### src/rtl/serial_slt_pkg.sv
// Shared definitions for the bit-serial set-less-than comparator.
package serial_slt_pkg;

    // Default operand width used when the top is instantiated without override.
    localparam int DEFAULT_WIDTH = 32;

    // Comparator sequencing states.
    typedef enum logic [1:0] {
        IDLE = 2'd0,
        SCAN = 2'd1,
        DONE = 2'd2
    } state_e;

endpackage

### src/rtl/slt_bit_decide.sv
// Per-bit decision for the MSB-first serial compare.
// When the scanned bits differ, the smaller operand is the one holding 0,
// so lt follows b. For a signed compare the MSB is the sign bit and the
// sense flips: the operand holding 1 is negative, so lt follows a.
module slt_bit_decide
    import serial_slt_pkg::*;
(
    input  logic a_bit,
    input  logic b_bit,
    input  logic is_signed,
    input  logic is_msb,
    output logic differ,
    output logic lt_bit
);

    assign differ = a_bit ^ b_bit;
    assign lt_bit = (is_signed && is_msb) ? a_bit : b_bit;

endmodule

### src/rtl/serial_slt.sv
// Bit-serial a < b / a == b comparator.
// Operands are captured on an accepted start and scanned one bit per cycle
// from the MSB down; the first differing bit decides the result, so the
// latency depends on the data. fsm_state mirrors the FSM for observation.
//
// Handshake: start is a request sampled only while idle (busy=0, done=0);
// it is not held or queued. done is a one-cycle pulse that marks lt/eq as
// valid; lt/eq then hold until the next accepted start.
module serial_slt
    import serial_slt_pkg::*;
#(
    parameter int WIDTH = DEFAULT_WIDTH
) (
    input  logic             clk,
    input  logic             reset_n,
    input  logic             start,
    input  logic             is_signed,
    input  logic [WIDTH-1:0] a,
    input  logic [WIDTH-1:0] b,
    output logic             busy,
    output logic             done,
    output logic             lt,
    output logic             eq,
    output logic [1:0]       fsm_state
);

    localparam int IW = $clog2(WIDTH);
    localparam logic [IW-1:0] MSB_IDX = IW'(WIDTH - 1);

    state_e           state;
    logic [WIDTH-1:0] a_q;
    logic [WIDTH-1:0] b_q;
    logic             signed_q;
    logic [IW-1:0]    index;
    logic             lt_q;
    logic             eq_q;

    logic             differ;
    logic             lt_bit;
    logic             is_msb;

    assign is_msb = (index == MSB_IDX);

    slt_bit_decide u_decide (
        .a_bit     (a_q[index]),
        .b_bit     (b_q[index]),
        .is_signed (signed_q),
        .is_msb    (is_msb),
        .differ    (differ),
        .lt_bit    (lt_bit)
    );

    // Sequencer: capture, MSB-first scan with early exit, one-cycle DONE.
    always_ff @(posedge clk) begin
        if (!reset_n) begin
            state    <= IDLE;
            a_q      <= '0;
            b_q      <= '0;
            signed_q <= 1'b0;
            index    <= MSB_IDX;
            lt_q     <= 1'b0;
            eq_q     <= 1'b0;
        end else begin
            case (state)
                IDLE: begin
                    if (start) begin
                        a_q      <= a;
                        b_q      <= b;
                        signed_q <= is_signed;
                        index    <= MSB_IDX;
                        lt_q     <= 1'b0;
                        eq_q     <= 1'b0;
                        state    <= SCAN;
                    end
                end
                SCAN: begin
                    if (differ) begin
                        lt_q  <= lt_bit;
                        eq_q  <= 1'b0;
                        state <= DONE;
                    end else if (index != '0) begin
                        index <= index - 1'b1;
                    end else begin
                        lt_q  <= 1'b0;
                        eq_q  <= 1'b1;
                        state <= DONE;
                    end
                end
                DONE: begin
                    state <= IDLE;
                end
                default: begin
                    state <= IDLE;
                end
            endcase
        end
    end

    assign busy      = (state == SCAN);
    assign done      = (state == DONE);
    assign lt        = lt_q;
    assign eq        = eq_q;
    assign fsm_state = state;

endmodule

### config.mk
export PLATFORM = sky130hd
export DESIGN_NAME = serial_slt
export DESIGN_NICKNAME = d
export VERILOG_FILES = /design/src/rtl/serial_slt_pkg.sv /design/src/rtl/slt_bit_decide.sv /design/src/rtl/serial_slt.sv
export SDC_FILE = /design/constraint.sdc
export NUM_CORES = 1
export LEC_CHECK = 0
export ABC_AREA = 0
export BUFFER_PORTS_ARGS = -buffer_cell sky130_fd_sc_hd__clkbuf_2
export CAP_MARGIN = 25
export CORE_MARGIN = 3
export CORE_UTILIZATION = 54
export DETAILED_ROUTE_END_ITERATION = 8
export PLACE_DENSITY_LB_ADDON = 0.05
export SLEW_MARGIN = 25
export SYNTH_ARGS = -nofsm -noshare
export SYNTH_HDL_FRONTEND = slang
export SYNTH_HIERARCHICAL = 1
export SYNTH_SLANG_ARGS = --single-unit
### constraint.sdc
create_clock -name clk -period 2.7 [get_ports clk]
set_input_delay 0.405 -clock clk [delete_from_list [all_inputs] [get_ports clk]]
set_output_delay 0.405 -clock clk [all_outputs]
set_load 0.1 [all_outputs]
Word level (Yosys, flattened, before mapping)
Index checks and enable logic that the tools add are counted. Widths: inputs -> output; s select.

Bits in registers: 74. Output and inout port bits: 6.

Add/subtract/negate cells: 1. Order comparisons: 1. Equality and inequality tests: 7. Multiplexer cells: 20. Bitwise logic cells: 1. Reductions and logical operators: 8.

Operators with widths (count): $mux 5 (3); $bmux 1 s5 (2); $pmux 5 s2 (1); $mux 1 (8); $lt 5x6->1 const B (1); $mux 2 (3); $eq 5x5->1 const B (1); $reduce_bool 5->1 (1); $sub 5x1->5 const B (1); $ne 2x2->1 const B (2); $pmux 1 s2 (2); $pmux 2 s2 (1); $reduce_and 2->1 (2); $reduce_and 4->1 (1); $ne 3x3->1 const B (1); $reduce_and 3->1 (1); $eq 2x1->1 const B (1); $eq 2x2->1 const B (1); $logic_not 2->1 (1); $ne 2x1->1 const B (1); $reduce_bool 2->1 (1); $logic_and 1x1->1 (1); $xor 1x1->1 (1).

Depth between registers and ports, before layout
Gate-level depths: netlist of run 1.

Depth in word-level cells: 5. Mapped depth: 11. Mapped depth without buffers: 9.

Modules after synthesis
The synthesis of run 1 kept the hierarchy.

Modules (own cells, without submodules): serial_slt (times used 1, cells each 392, area each 3393.3 µm², seq. area each 1481.4 µm²); slt_bit_decide (times used 1, cells each 3, area each 27.5 µm², seq. area each 0.0 µm²).

Least setup slack after synthesis of run 1
OpenSTA, ideal clock, no wires.

Kind: reg-to-reg. Start: register state[0] (netlist: fsm_state[0]). End: register index[1]. Setup time: 129 ps. Arrival time: 2997 ps. Required time: 2571 ps. Slack: -427 ps. Cell stages (with the launch flop): 4. Buffers on the path: 0. Period minus slack after synthesis: 3127 ps. Cells stage by stage: dfxtp_1 > nor2b_1 > and3_1 > o21ai_1.

Longest elaborated chain between the ends: 3. Elaborated cells on any way between the ends: 8. Those cells by class: 4 x eq/ne; 1 x mux; 3 x reduce/logical.

Ends and longest elaborated chain: from (decl) (line serial_slt.sv:30) `state_e state;`; from (signal assigned) (line serial_slt.sv:56) `state <= IDLE;`; from (signal assigned) (line serial_slt.sv:73) `state <= SCAN;`; from (signal assigned) (line serial_slt.sv:80) `state <= DONE;`; $eq 2x1->1 (*); named net busy (line serial_slt.sv:20) `output logic busy,`; $ne 2x1->1 (no source line) (tied with other cells); $reduce_and 4->1 (no source line); to (signal assigned) (line serial_slt.sv:82) `index <= index - 1'b1;`; to (decl) (line serial_slt.sv:34) `logic [IW-1:0] index;`.

The timed path passes the listed nets; every way through them passes the cells marked *. A chain may end at the register's enable or synchronous reset.

Final worst setup path of run 1
Start: register index[0]. End: register eq_q (netlist: eq).

Longest elaborated chain between the ends: 5. Elaborated cells on any way between the ends: 10. Those cells by class: 1 x eq/ne; 6 x mux; 1 x bitwise; 2 x reduce/logical.

Ends and longest elaborated chain: $bmux 1 s5, on equally long branches (line serial_slt.sv:45, serial_slt.sv:46); $mux 1, on equally long branches (line serial_slt.sv:45, serial_slt.sv:46); $xor 1x1->1 (*) (line slt_bit_decide.sv:16) `assign differ = a_bit ^ b_bit;`; named net differ (line serial_slt.sv:38) `logic differ;`; $ne 3x3->1 (no source line) / $mux 1 (equally long branches); $reduce_and 3->1 (no source line) / $pmux 1 s2 (equally long branches); to (signal assigned) (line serial_slt.sv:62) `eq_q <= 1'b0;`; to (signal assigned) (line serial_slt.sv:72) `eq_q <= 1'b0;`; to (signal assigned) (line serial_slt.sv:79) `eq_q <= 1'b0;`; to (decl) (line serial_slt.sv:36) `logic eq_q;`.

The timed path passes the listed nets; every way through them passes the cells marked *. The select of a mux whose other input is x is not followed.

==> flow_summary.json, run 1 <==
{
  "critPathRequiredTime_ns": 2.99,
  "synth_seq_area_share_pct": 43.3,
  "n_fill_cell": 530,
  "use_met3_pct": 3.27,
  "dr_total_vias": 2983,
  "root_buffer": "clkbuf_8",
  "grt_max_degree": 75,
  "area_growth_pct": 21.2,
  "ant_nets": 0,
  "post-route-drc-count": 0,
  "worstPathCellList": "mux4_2 > a311oi_1 > a22oi_1 > xor2_1 > or3b_4 > or2_1 > o21ai_1 > and2_1",
  "holdCritPathClass": "primary input to flip-flop",
  "utilization_pct": 68.8,
  "gr-usage-met1_pct": 28.6,
  "grtUsageTotal_pct": 21.6,
  "drtPass1Iterations": 4,
  "synth.area.top_cells": "dfxtp_1 (43%), nand2_1 (15%), a21boi_1 (14%)",
  "clk_pin_slew_ns": 0.07,
  "die-area_um2": 7330,
  "hold_viol_final": 0,
  "drt_iter0_drc": 247,
  "cts_made_buffers": 9,
  "nNetsFinal": 538,
  "die_w_um": 85.6,
  "viasPerCell": 5.46,
  "antennaDiodeCount": 0,
  "ys_ff_latch": 74,
  "hpwl_mm": 5.08,
  "layout-drive-gt1-share_pct": 27.4,
  "holdBufCountCts": 0,
  "top_usage_layer": "met2",
  "cts_tree": "yes",
  "p_leak_nw": 1.85,
  "slowest_stage": "mux4_2",
  "slowest_delay_ns": 0.53,
  "cts_max_level": 3,
  "synth_edf_count": 0,
  "clock_path_buffers": 2,
  "grt_pass1_wl_mm": 12.7,
  "crit_path_end_kind": "flip-flop",
  "syn_inst": 395,
  "place.gp.congestion": 0.818,
  "fmax_mhz": 381,
  "antenna_found_initial": 0,
  "period_needed_ns": 2.62,
  "synthesis.area_um2": 3420,
  "grt_overflow": 0,
  "wl_mm": 7.78,
  "vdd_drop_max_uv": 399,
  "ys.flop_type": "dfxtp_1",
  "final-max-slew-violation-count": 0,
  "maxCapViolCount": 0,
  "maxSlewHeadroom_pct": 58.8,
  "fin_hold_ws_ns": 0.268,
  "insertion_delay_ns": 0.35,
  "io_buffers": 73,
  "cp-start-kind": "flip-flop",
  "rows": 28,
  "fin_cells": 546,
  "path_max_fanout": 7,
  "ys_types": 40,
  "die_h_um": 85.6,
  "start_util_pct": 56.8,
  "met2_usage_pct": 35.0,
  "critPathArrivalTime_ns": 2.92,
  "num_io_pins": 74,
  "first_global_vias": 2735,
  "wire_per_inst_um": 14.2,
  "fin_crit_sh_pct": 97.1,
  "async_flop_share_pct": 0,
  "setup_violations": 0,
  "worst_pin_slew_ns": 0.618,
  "finalSetupTns_ns": 0,
  "p_total_w": 0.00243,
  "syn_nets": 465,
  "cts.sinks": 74,
  "synth_top_area_share_pct": 43.3,
  "yosysTopAreaCell": "dfxtp_1",
  "synth.avg_cell_area_um2": 8.66,
  "status": "finished, final reports clean",
  "core-area_um2": 6030,
  "critical_path_class": "flip-flop to flip-flop",
  "p_per_area_nw_per_um2": 586,
  "yosys_warnings": 6,
  "fin_skew_ns": 0.00563,
  "dp.cells": 526
}
repair_timing:
action	in CTS	in global routing
pin swaps	0	4
resized for setup	1	7
setup buffers	0	5
endpoints found under the hold margin	0	0
gates cloned	0	1
endpoints found under the setup margin	1	5
metal layers:
layer	wire [um]	up-vias
li1	-	1498
met5	0	-
met2	3670	81
met4	186	0
met3	383	14
met1	3540	1390
layout by cell type (no fill, tap or decap), drive strengths merged, types with 3 or more instances in the layout:
| master | Yosys | routed |
|---|---|---|
| dfxtp | 74 | 74 |
| o211ai | 4 | 4 |
| clkbuf | 16 | 86 |
| or3b | 4 | 4 |
| o21ai | 8 | 8 |
| a31oi | 6 | 6 |
| mux4 | 8 | 8 |
| buf | 16 | 20 |
| mux2i | 17 | 17 |
| nand3 | 3 | 3 |
| a21boi | 66 | 66 |
| and3 | 3 | 3 |
| nand2 | 138 | 138 |
power by group:
part | switching [W] | internal, W
Combinational | 0.000237 | 0.000179
Clock | 0.000394 | 0.000397
Sequential | 0.0000516 | 0.00117
Total | 0.000683 | 0.00175
sequential cells by signal, indices dropped and copies added, names as in the netlist:
name	cells
eq	1
signed_q	1
fsm_state	2
a_q	32
b_q	32
index	5
lt	1
path summary, 6_finish.rpt:
kind,start,endpoint,slack [ns],cells after the start
min reg2reg,a_q[25],a_q[25],0.45,2
max,index[0],eq,0.08,8
min,a[15],a_q[15],0.27,3
max reg2reg,index[0],eq,0.08,8
worst max-delay path, delay by kind of cell (launching register included):
| kind | cells | cell delay (ns) |
|---|---|---|
| flops | 1 | 0.41 |
| simple gates | 3 | 0.83 |
| compound gates | 3 | 0.60 |
| xor+xnor | 1 | 0.20 |
| mux | 1 | 0.53 |
area by class of cell:
type / count / area, um^2 / share of cell area [%]
Tap cell: 75 / 93.8 / 2.26
Multi-Input combinational cell: 287 / 1810 / 43.7
Clock buffer: 12 / 165 / 3.98
Inverter: 2 / 7.51 / 0.181
Sequential cell: 74 / 1490 / 35.9
Timing Repair Buffer: 94 / 566 / 13.6
Clock inverter: 2 / 12.5 / 0.302
through the flow:
| stage | setup slack, ns | instance area, um^2 |
|---|---|---|
| 5_1_grt | -0.0506 | 4150 |
| 2_1_floorplan | 0.123 | 3430 |
| 6_report | 0.0774 | 4150 |
| 3_3_place_gp | 0.107 | 3880 |
| 3_5_place_dp | 0.00737 | 3880 |
| 4_1_cts | 0.0643 | 4060 |
cells in the mapped netlist (3+ instances only):
| master | number |
|---|---|
| nand2_1 | 138 |
| mux2i_1 | 17 |
| and3_1 | 3 |
| or3b_1 | 3 |
| o211ai_1 | 4 |
| nand3_1 | 3 |
| clkbuf_1 | 16 |
| mux4_2 | 8 |
| a31oi_1 | 6 |
| a21boi_1 | 66 |
| buf_2 | 14 |
| dfxtp_1 | 74 |
| o21ai_1 | 6 |
logic make-up after synthesis:
kind of cell	count (synthesis)	share of synthesized area [%]
mux	26	10.7
fa+ha+maj	2	0.731
compound gates	95	20.1
simple gates	163	20.5
xor+xnor	1	0.256
flops	74	43.3
buf+inv	34	4.46
No activity file was read; power rests on OpenSTA's default activity.
==> run 2: changes to the inputs <==
CAP_MARGIN = 5   (was 25)
CORE_UTILIZATION = 25   (was 54)
SYNTH_HIERARCHICAL = not set   (was 1)
==> run 2 against run 1 <==
Effect of this change:
- clock power up 49%
- largest power group unchanged
- via count down 2.0%
- wire length up 17%
- die area up 100%
- clock skew up 0.0014 ns
- combinational power up 7.0%
==> flow_summary.json, run 2 <==
{
  "reg2reg_to": "index[2]",
  "drt_iter0_drc": 137,
  "place.gp.congestion": 0.716,
  "synth_seq_area_share_pct": 44.7,
  "final_common_cell": "nand2_1",
  "io_buffers": 73,
  "critPathArrivalTime_ns": 2.65,
  "regArea_um2": 1480,
  "holdCritPathClass": "primary input to flip-flop",
  "whs_path_depth": 3,
  "whs_endpoint": "b_q[9]",
  "p_per_area_nw_per_um2": 682,
  "clk_pin_slew_ns": 0.06,
  "maxCapViolCount": 0,
  "hpwl_mm": 6.67,
  "core-area_um2": 12800,
  "dr_total_vias": 2924,
  "crit_path_end_kind": "flip-flop",
  "viasPerCell": 4.57,
  "period_needed_ns": 2.44,
  "worstRegToRegCells": 8,
  "critical_path_class": "flip-flop to flip-flop",
  "yosys-top-cells-count": "nand2_1 (139), dfxtp_1 (74), a21oi_1 (69)",
  "die_w_um": 121,
  "cts.sinks": 74,
  "final-max-slew-violation-count": 0,
  "insertion_delay_ns": 0.33,
  "final_cell_mix": "nand2_1 (138), dfxtp_1 (74), clkbuf_2 (73)",
  "area_growth_pct": 25.9,
  "synth_top_area_share_pct": 44.7,
  "synth-simple-area-share_pct": 21.8,
  "synth.avg_cell_area_um2": 8.24,
  "setup_violations": 0,
  "grt_pass1_wl_mm": 15.2,
  "placed_cell_area_um2": 3870,
  "intPower_w": 0.00209,
  "status": "finished, final reports clean",
  "fin_skew_ns": 0.00706,
  "switching_power_w": 0.000752,
  "worst_pin_slew_ns": 0.697,
  "cts_made_buffers": 9,
  "synthMuxAreaShare_pct": 10.8,
  "die_h_um": 121,
  "fin_hold_ws_ns": 0.292,
  "synth_compound_area_share_pct": 17.0,
  "drtPass1Iterations": 4,
  "yosys_warnings": 0,
  "rrSetupSlack_ns": 0.26,
  "critPathRequiredTime_ns": 2.92,
  "synth.area.top_cells": "dfxtp_1 (45%), nand2_1 (16%), a21oi_1 (10%)",
  "post-route-drc-count": 0,
  "nNetsFinal": 536,
  "top_regs": "a_q: 32 flops, b_q: 32 flops, index: 5 flops",
  "p_seq_share_pct": 42.8,
  "swShare_pct": 26.4,
  "async_flop_share_pct": 0,
  "grtUsageTotal_pct": 13.1,
  "p_leak_nw": 1.76,
  "yosysMostFrequentCell": "nand2_1",
  "path_max_fanout": 9,
  "start_util_pct": 25.9,
  "grt_max_degree": 35,
  "fin_crit_sh_pct": 90.2,
  "design_area_um2": 4170,
  "antennaDiodeCount": 0,
  "hold_viol_final": 0,
  "wl_mm": 9.14,
  "rows": 41,
  "syn_inst": 402,
  "yosysTopAreaCell": "dfxtp_1",
  "cts_max_level": 3,
  "synth_edf_count": 0,
  "multi_input_area_um2": 1690,
  "clkPwrFrac_pct": 41.6,
  "synth_fa_ha_area_share_pct": 1.13,
  "root_buffer": "clkbuf_16",
  "antenna_found_initial": 0,
  "syn_nets": 473,
  "r2r-start": "index[0]",
  "num_io_pins": 74,
  "maxSlewHeadroom_pct": 53.3,
  "ys_types": 48,
  "synthesis.area_um2": 3310,
  "ys_ff_latch": 74,
  "synth_top_family_by_area": "simple AND/OR/NAND/NOR gates",
  "worstHoldStart": "b[9]",
  "ant_nets": 0,
  "fmax_mhz": 411,
  "clock_path_buffers": 2,
  "rsz0062_at_grt": "false",
  "cts_tree": "yes",
  "first_global_vias": 3006,
  "grt_overflow": 0,
  "layout-drive-gt1-share_pct": 26.9,
  "die-area_um2": 14700,
  "n_fill_cell": 1401,
  "ys.flop_type": "dfxtp_1",
  "synth_xor_area_share_pct": 0,
  "vdd_drop_max_uv": 266,
  "finalSetupTns_ns": 0,
  "comb_power_share_pct": 15.6,
  "wire_per_inst_um": 14.3,
  "cp-start-kind": "flip-flop"
}
run 2: how the worst max path moves through the flow:
stage	from	to	slack, ns	cells after the start
6_report	index[0]	index[2]	0.26	8
5_1_grt	index[0]	index[3]	0.06	8
2_1_floorplan	fsm_state[1]	index[2]	0.31	5
3_5_place_dp	index[0]	index[0]	0.23	8
3_3_place_gp	index[0]	index[0]	0.25	8
4_1_cts	index[0]	index[0]	0.22	8
run 2: final cells by class:
cell class	instances	area share, %
inverter	4	0.390
tap	172	5.16
sequential	74	35.5
timing repair buffer	84	11.3
multi-input combinational	292	40.6
clock buffer	11	6.06
clock inverter	3	0.960
run 2: kinds of logic (layout without fill, tap and decap cells):
group,after synthesis,in the layout
and+or+nand+nor,169,169
AOI/OAI and AO/OA,97,97
DFF,74,74
buffers and inverters,36,102
muxes,23,23
adders and majority gates,3,3
run 2: per-stage QoR:
stage          total power (W)  utilization [%]  cells  setup WS, ns
2_1_floorplan          0.00154                -    402         0.307
3_3_place_gp           0.00169             30.3    626         0.249
3_5_place_dp           0.00169             30.3    626         0.233
4_1_cts                0.00290             32.6    640         0.216
5_1_grt                0.00301             32.7    640        0.0597
6_report               0.00285             32.7    640         0.265
run 2: timing repair:
| action | CTS | global route |
|---|---|---|
| endpoints found under the setup margin | 0 | 1 |
| setup buffers | 0 | 0 |
| resized for setup | 0 | 1 |
| hold buffers | 0 | 0 |
run 2: worst max-delay path, cell delays in order, from the launching register on:
cell	delay, ns
dfxtp_1	0.40
buf_12	0.16
mux4_2	0.50
a22oi_1	0.20
nand4b_1	0.17
a211o_2	0.37
nand4_2	0.16
a21oi_1	0.08
a211o_1	0.28
run 2: per-layer routing:
layer | part of all wire, % | vias up | global-route usage, %
li1 | - | 1497 | -
met2 | 47 | 50 | 21.2
met5 | 0 | - | 0
met3 | 4.5 | 8 | 3.59
met1 | 47 | 1369 | 17.2
met4 | 1.1 | 0 | 3.78
run 2: power by group through the flow:
stage	sequential, W	clock [W]	combinational, W
floorplan	0.00125	0	0.000293
global placement	0.00124	0	0.000450
detailed placement	0.00124	0	0.000453
CTS	0.00122	0.00122	0.000454
global route	0.00123	0.00128	0.000502
finish	0.00122	0.00118	0.000445
